## src/rtl/ppm_pkg.sv

```systemverilog
// Shared types, widths and helpers for the PPM receiver decoder.
package ppm_pkg;

  typedef enum logic [1:0] {
    ST_HUNT    = 2'd0,
    ST_GAP     = 2'd1,
    ST_MEASURE = 2'd2,
    ST_TAIL    = 2'd3
  } ppm_state_t;

  localparam int CH_W         = 12;
  localparam int US_W         = 13;
  localparam int CH_MAX       = 1000;
  localparam int CH_OFFSET_US = 1000;

  localparam logic [CH_W-1:0] CH_FAILSAFE = 12'd0;
  localparam logic [US_W-1:0] US_SAT      = 13'd8191;

  // Maps a channel interval in microseconds onto the 0..CH_MAX stick range.
  function automatic logic [CH_W-1:0] us_to_ch(input logic [US_W-1:0] us);
    logic [US_W-1:0] diff;
    diff = us - US_W'(CH_OFFSET_US);
    if (us <= US_W'(CH_OFFSET_US)) begin
      return 12'd0;
    end else if (us >= US_W'(CH_OFFSET_US + CH_MAX)) begin
      return CH_W'(CH_MAX);
    end else begin
      return diff[CH_W-1:0];
    end
  endfunction

endpackage

```

## src/rtl/ppm_sync_edge.sv

```systemverilog
// Two-flop synchroniser followed by a registered rising-edge detector for an async pin.
module ppm_sync_edge (
  input  logic CLK,
  input  logic rst,
  input  logic din,
  output logic rise
);

  logic sync1_r;
  logic sync2_r;
  logic prev_r;
  logic rise_r;

  always_ff @(posedge CLK) begin
    if (rst) begin
      sync1_r <= 1'b0;
      sync2_r <= 1'b0;
      prev_r  <= 1'b0;
      rise_r  <= 1'b0;
    end else begin
      sync1_r <= din;
      sync2_r <= sync1_r;
      prev_r  <= sync2_r;
      rise_r  <= sync2_r & ~prev_r;
    end
  end

  assign rise = rise_r;

endmodule

```

## src/rtl/ppm_rx_decoder.sv

```systemverilog
// PPM frame decoder: measures rising-to-rising intervals, validates whole frames, commits
// all channels atomically. Define PPM_FAILSAFE_EN to force ch to the failsafe value while the link is lost.
module ppm_rx_decoder
  import ppm_pkg::*;
#(
  parameter int CLK_HZ     = 50_000_000,
  parameter int NUM_CH     = 6,
  parameter int SYNC_US    = 3000,
  parameter int MIN_US     = 800,
  parameter int MAX_US     = 2200,
  parameter int TIMEOUT_MS = 100
) (
  input  logic            CLK,
  input  logic            rst,
  input  logic            ppm_in,
  output logic [CH_W-1:0] ch [NUM_CH],
  output logic            frame_strobe,
  output logic            link_ok,
  output logic [7:0]      err_count
);

  localparam int DIV   = CLK_HZ / 1_000_000;
  localparam int DIV_W = (DIV > 1) ? $clog2(DIV) : 1;
  localparam int IDX_W = (NUM_CH > 1) ? $clog2(NUM_CH) : 1;

  logic             rise_s;
  logic             tick_s;
  logic             sync_s;
  logic             in_range_s;
  logic             commit_s;
  logic             reject_s;
  logic             store_s;
  logic             idx_clr_s;
  logic             idx_inc_s;
  logic [DIV_W-1:0] div_cnt_r;
  logic [US_W-1:0]  us_cnt_r;
  logic [IDX_W-1:0] idx_r;
  logic [CH_W-1:0]  shadow_r [NUM_CH];
  logic [CH_W-1:0]  ch_r [NUM_CH];
  logic             frame_strobe_r;
  logic             link_ok_r;
  logic [7:0]       err_cnt_r;
  logic [9:0]       sub_ms_r;
  logic [15:0]      ms_cnt_r;
  ppm_state_t       state_r;
  ppm_state_t       state_nx;

  ppm_sync_edge u_sync (
    .CLK  (CLK),
    .rst  (rst),
    .din  (ppm_in),
    .rise (rise_s)
  );

  assign tick_s     = (div_cnt_r == DIV_W'(DIV - 1));
  assign sync_s     = (us_cnt_r >= US_W'(SYNC_US));
  assign in_range_s = (us_cnt_r >= US_W'(MIN_US)) && (us_cnt_r <= US_W'(MAX_US));

  // The edge cycle is the first cycle of the new interval, so us_cnt reads whole microseconds.
  always_ff @(posedge CLK) begin
    if (rst) begin
      div_cnt_r <= '0;
      us_cnt_r  <= '0;
    end else if (rise_s) begin
      div_cnt_r <= (DIV > 1) ? DIV_W'(1) : '0;
      us_cnt_r  <= (DIV > 1) ? '0 : US_W'(1);
    end else begin
      div_cnt_r <= tick_s ? '0 : div_cnt_r + DIV_W'(1);
      if (tick_s && (us_cnt_r != US_SAT)) begin
        us_cnt_r <= us_cnt_r + US_W'(1);
      end
    end
  end

  always_ff @(posedge CLK) begin
    if (rst) begin
      state_r <= ST_HUNT;
    end else begin
      state_r <= state_nx;
    end
  end

  // A rising edge always wins over a simultaneous sync timeout.
  always_comb begin
    state_nx  = state_r;
    commit_s  = 1'b0;
    reject_s  = 1'b0;
    store_s   = 1'b0;
    idx_clr_s = 1'b0;
    idx_inc_s = 1'b0;
    case (state_r)
      ST_HUNT: begin
        if (sync_s) begin
          state_nx = ST_GAP;
        end else begin
          state_nx = ST_HUNT;
        end
      end
      ST_GAP: begin
        if (rise_s) begin
          state_nx  = ST_MEASURE;
          idx_clr_s = 1'b1;
        end else begin
          state_nx = ST_GAP;
        end
      end
      ST_MEASURE: begin
        if (rise_s) begin
          if (in_range_s) begin
            store_s = 1'b1;
            if (idx_r == IDX_W'(NUM_CH - 1)) begin
              state_nx = ST_TAIL;
            end else begin
              idx_inc_s = 1'b1;
            end
          end else begin
            reject_s = 1'b1;
            state_nx = ST_HUNT;
          end
        end else if (sync_s) begin
          reject_s = 1'b1;
          state_nx = ST_GAP;
        end else begin
          state_nx = ST_MEASURE;
        end
      end
      ST_TAIL: begin
        if (rise_s) begin
          reject_s = 1'b1;
          state_nx = ST_HUNT;
        end else if (sync_s) begin
          commit_s = 1'b1;
          state_nx = ST_GAP;
        end else begin
          state_nx = ST_TAIL;
        end
      end
      default: begin
        state_nx = ST_HUNT;
      end
    endcase
  end

  always_ff @(posedge CLK) begin
    if (rst) begin
      idx_r          <= '0;
      frame_strobe_r <= 1'b0;
      err_cnt_r      <= 8'd0;
      for (int i = 0; i < NUM_CH; i++) begin
        shadow_r[i] <= '0;
        ch_r[i]     <= '0;
      end
    end else begin
      frame_strobe_r <= commit_s;
      if (idx_clr_s) begin
        idx_r <= '0;
      end else if (idx_inc_s) begin
        idx_r <= idx_r + IDX_W'(1);
      end
      if (store_s) begin
        shadow_r[idx_r] <= us_to_ch(us_cnt_r);
      end
      if (commit_s) begin
        ch_r <= shadow_r;
      end
      if (reject_s && (err_cnt_r != 8'hFF)) begin
        err_cnt_r <= err_cnt_r + 8'd1;
      end
    end
  end

  // Link supervision: milliseconds since the last committed frame, saturating at the timeout.
  always_ff @(posedge CLK) begin
    if (rst) begin
      sub_ms_r  <= 10'd0;
      ms_cnt_r  <= 16'd0;
      link_ok_r <= 1'b0;
    end else if (commit_s) begin
      sub_ms_r  <= 10'd0;
      ms_cnt_r  <= 16'd0;
      link_ok_r <= 1'b1;
    end else begin
      if (tick_s) begin
        if (sub_ms_r == 10'd999) begin
          sub_ms_r <= 10'd0;
          if (ms_cnt_r < 16'(TIMEOUT_MS)) begin
            ms_cnt_r <= ms_cnt_r + 16'd1;
          end
        end else begin
          sub_ms_r <= sub_ms_r + 10'd1;
        end
      end
      if (ms_cnt_r == 16'(TIMEOUT_MS)) begin
        link_ok_r <= 1'b0;
      end
    end
  end

`ifdef PPM_FAILSAFE_EN
  always_comb begin
    for (int i = 0; i < NUM_CH; i++) begin
      ch[i] = link_ok_r ? ch_r[i] : CH_FAILSAFE;
    end
  end
`else
  always_comb begin
    for (int i = 0; i < NUM_CH; i++) begin
      ch[i] = ch_r[i];
    end
  end
`endif

  assign frame_strobe = frame_strobe_r;
  assign link_ok      = link_ok_r;
  assign err_count    = err_cnt_r;

endmodule

```

## config.mk

```make
export PLATFORM = sky130hd
export DESIGN_NAME = ppm_rx_decoder
export DESIGN_NICKNAME = d
export VERILOG_FILES = /design/src/rtl/ppm_pkg.sv /design/src/rtl/ppm_sync_edge.sv /design/src/rtl/ppm_rx_decoder.sv
export SDC_FILE = /design/constraint.sdc
export NUM_CORES = 1
export LEC_CHECK = 0
export BUFFER_PORTS_ARGS = -buffer_cell sky130_fd_sc_hd__buf_2
export CAP_MARGIN = 20
export CORE_UTILIZATION = 34
export CTS_CLUSTER_DIAMETER = 200
export CTS_CLUSTER_SIZE = 30
export DETAILED_ROUTE_END_ITERATION = 6
export GPL_ROUTABILITY_DRIVEN = 0
export PLACE_DENSITY = 0.55
export SKIP_CTS_REPAIR_TIMING = 1
export SLEW_MARGIN = 40
export SYNTH_ARGS = -nofsm -noshare
export SYNTH_HDL_FRONTEND = slang
export SYNTH_HIERARCHICAL = 1
export SYNTH_SLANG_ARGS = --single-unit
```

## constraint.sdc

```tcl
create_clock -name CLK -period 4.1 [get_ports CLK]
set_input_delay 0.82 -clock CLK [delete_from_list [all_inputs] [get_ports CLK]]
set_output_delay 0.82 -clock CLK [all_outputs]
set_load 0.1 [all_outputs]
```

==> results.cfg <==
[die]
rows = 56
die_h_um = 158
die-area_sq_mm = 0.0248
dieWidth_um = 158
start_util_pct = 34.9
io_pins = 85
core_area_sq_mm = 0.0236

[clock_tree]
cts_num_sinks = 208
clk_pin_slew_ns = 0.12
clock_latency_ns = 0.46
cts_root_buf = clkbuf_16
cts_tree = built
clk_path_buf_depth = 3
h-tree-depth = 1
cts-buffers-inserted = 10

[sta]
final-hold-violation-count = 0
finalSetupTns_ns = 0
whs_ns = 0.429
fmax_mhz = 362
period_share_pct = 67.4
fin_skew_ns = 0.00819
rsz0062_at_grt = no
slew_viol_final = 0
post-route-min-period_ns = 2.77
worst_slack_ns = 1.33
slew_headroom_pct = 44.5
setup-violations-final = 0
worst_pin_slew_ns = 0.831

[logic_synthesis]
synthCells = 908
ys_types = 54
synthArstFlopShare_pct = 0
syn_area_sq_mm = 0.00823
yosys_most_used_dff = dfxtp_1
avgSynthCellArea_sq_um = 9.07
ys_seq_area_share_pct = 50.6
synth_edf_count = 0
ys_warn_count = 6
syn-num-nets = 925
synth_seq_cells = 208

[route]
num_vias = 6099
drt-total-wl_mm = 18.3
drc_errors = 0
avgRoutedWirePerCell_um = 14.3
dr.pass1.iters = 5
via_per_inst = 4.78
drtIter0Drc = 376
final_antenna_net_count = 0

[placement]
pre_cts_ws_ns = 1.32
placed_area_sq_mm = 0.00888
dpl.hpwl_mm = 11.9
io_buffers = 84

[layout]
final_area_sq_mm = 0.00919
num_antenna_cells = 0
fillers = 2423
drive_gt1_share_pct = 12.7
area_delta_synth_final_pct = 11.6
layout.nets = 975

[critical_path]
criticalPathCategory = flop to flop
cp-end-kind = flop
cpMaxStageDelayCell = nand3_1
cp.required_ns = 4.47
critPathMaxFanout = 12
crit_path_start_kind = flop
critPathMaxStageDelay_ns = 0.66
cp.arrival_ns = 3.13
worstPathCellList = inv_1, ha_1, nor2b_1, nor3_1, a41o_4, nor4_4, nand3_1, and3b_1

[global_route]
grt_max_degree = 93
grt-ovfl-total = 0
grt_pass1_wl_mm = 29.3
antenna_found_initial = 0
grt_usage_pct = 14.8
grt_pass1_vias = 5533

[job]
maxCapViolCount = 0

[power_and_ir_drop]
p_per_area_mw_per_mm2 = 349
p_leak_nw = 3.66
power_mw = 3.21
ir_worst_vdd_mv = 0.200

[outcome]
status = finished, final reports clean

[min_path]
hp-class = flop to flop
-- metal layers --
layer	share of wire [%]	global-route usage, %
met4	0.92	3.14
met2	47	24.2
met1	50	21.0
met3	2.6	1.42
met5	0	0
-- kinds of logic (layout without fill, tap and decap cells) --
logic type	Yosys count	in the layout	share of synthesized area [%]
buffers and inverters	66	116	3.54
multiplexers	46	46	5.59
AND/OR/NAND/NOR	388	388	23.7
XOR/XNOR	36	36	3.83
AO/OA/AOI/OAI	150	150	10.7
flip-flops	208	208	50.6
adder cells (fa/ha/maj)	14	14	2.13
-- cells in the mapped netlist (8+ instances only) --
master / number / area (sq um)
dfxtp_1: 208 / 4160
nand2_1: 174 / 653
a21oi_1: 88 / 440
nand2b_1: 50 / 313
nor2_1: 50 / 188
mux2i_1: 46 / 460
o21ai_0: 32 / 160
clkbuf_1: 27 / 101
buf_2: 23 / 115
nand3b_1: 23 / 173
xor2_1: 21 / 184
nand3_1: 20 / 100
xnor2_1: 15 / 131
ha_1: 14 / 175
inv_1: 14 / 52.6
nand4_1: 11 / 68.8
and2_1: 10 / 62.6
nor3_1: 8 / 40.0
-- critical path: cells and delay by family, from the launching register on --
| kind | cells | cell delay (ns) |
|---|---|---|
| flops | 1 | 0.37 |
| simple gates | 5 | 1.76 |
| fa+ha+maj | 1 | 0.13 |
| buf+inv | 1 | 0.08 |
| compound gates | 1 | 0.34 |
-- cells in the final DEF (no fill, tap or decap), types with 4 or more instances in the layout --
cell / n
xor2_1: 21
mux2i_1: 46
nand3b_1: 23
xnor2_1: 15
nand4_1: 11
and3_1: 7
o21ai_0: 27
nor2_1: 50
nand2_1: 174
nand3_1: 20
inv_1: 14
buf_4: 5
o21ai_1: 8
or3_1: 6
buf_2: 83
a21oi_1: 88
ha_1: 14
and3b_1: 6
nand2b_1: 50
clkbuf_16: 11
and4_1: 4
dfxtp_1: 208
and2_1: 10
nor3_1: 8
nor2b_1: 4
-- layout make-up --
type | count | area [sq um] | share of cell area, %
Sequential cell | 208 | 4160 | 45.3
Multi-Input combinational cell | 634 | 3800 | 41.3
Timing Repair Buffer | 90 | 484 | 5.27
Tap cell | 319 | 399 | 4.34
Clock buffer | 12 | 289 | 3.15
Inverter | 14 | 52.6 | 0.572
-- state kept, by name, summed over array words and instances, names as in the netlist --
signal and flops:
frame_strobe 1, u_sync/sync1_r 1, link_ok 1, shadow_r 72, sub_ms_r 10, ch 72, ms_cnt_r 16, err_count 8
u_sync/prev_r 1, div_cnt_r 6, u_sync/sync2_r 1, us_cnt_r 13, idx_r 3, u_sync/rise 1, state_r 2
-- per-stage QoR --
step | util (%) | cells
after floorplan | - | 908
after detailed placement | 37.6 | 1264
final | 38.9 | 1277
after CTS | 38.8 | 1276
after global routing | 38.9 | 1277
after global placement | 37.6 | 1264
-- report_power, final --
| group | leakage (nW) | switching [mW] | total, mW | internal, mW |
|---|---|---|---|---|
| Clock | 0.143 | 0.621 | 1.13 | 0.504 |
| Combinational | 1.84 | 0.0352 | 0.0539 | 0.0187 |
| Sequential | 1.68 | 0.00327 | 2.03 | 2.02 |
-- path summary, 6_finish.rpt --
kind	startpoint	endpoint	slack, ns	cells after the start
worst max-delay path	us_cnt_r[0]	shadow_r[59]	1.33	8
worst min-delay path	u_sync/prev_r	u_sync/rise	0.43	1
worst max register to register	us_cnt_r[0]	shadow_r[59]	1.33	8
worst min register to register	u_sync/prev_r	u_sync/rise	0.43	1
(Power assumes the default switching activity.)
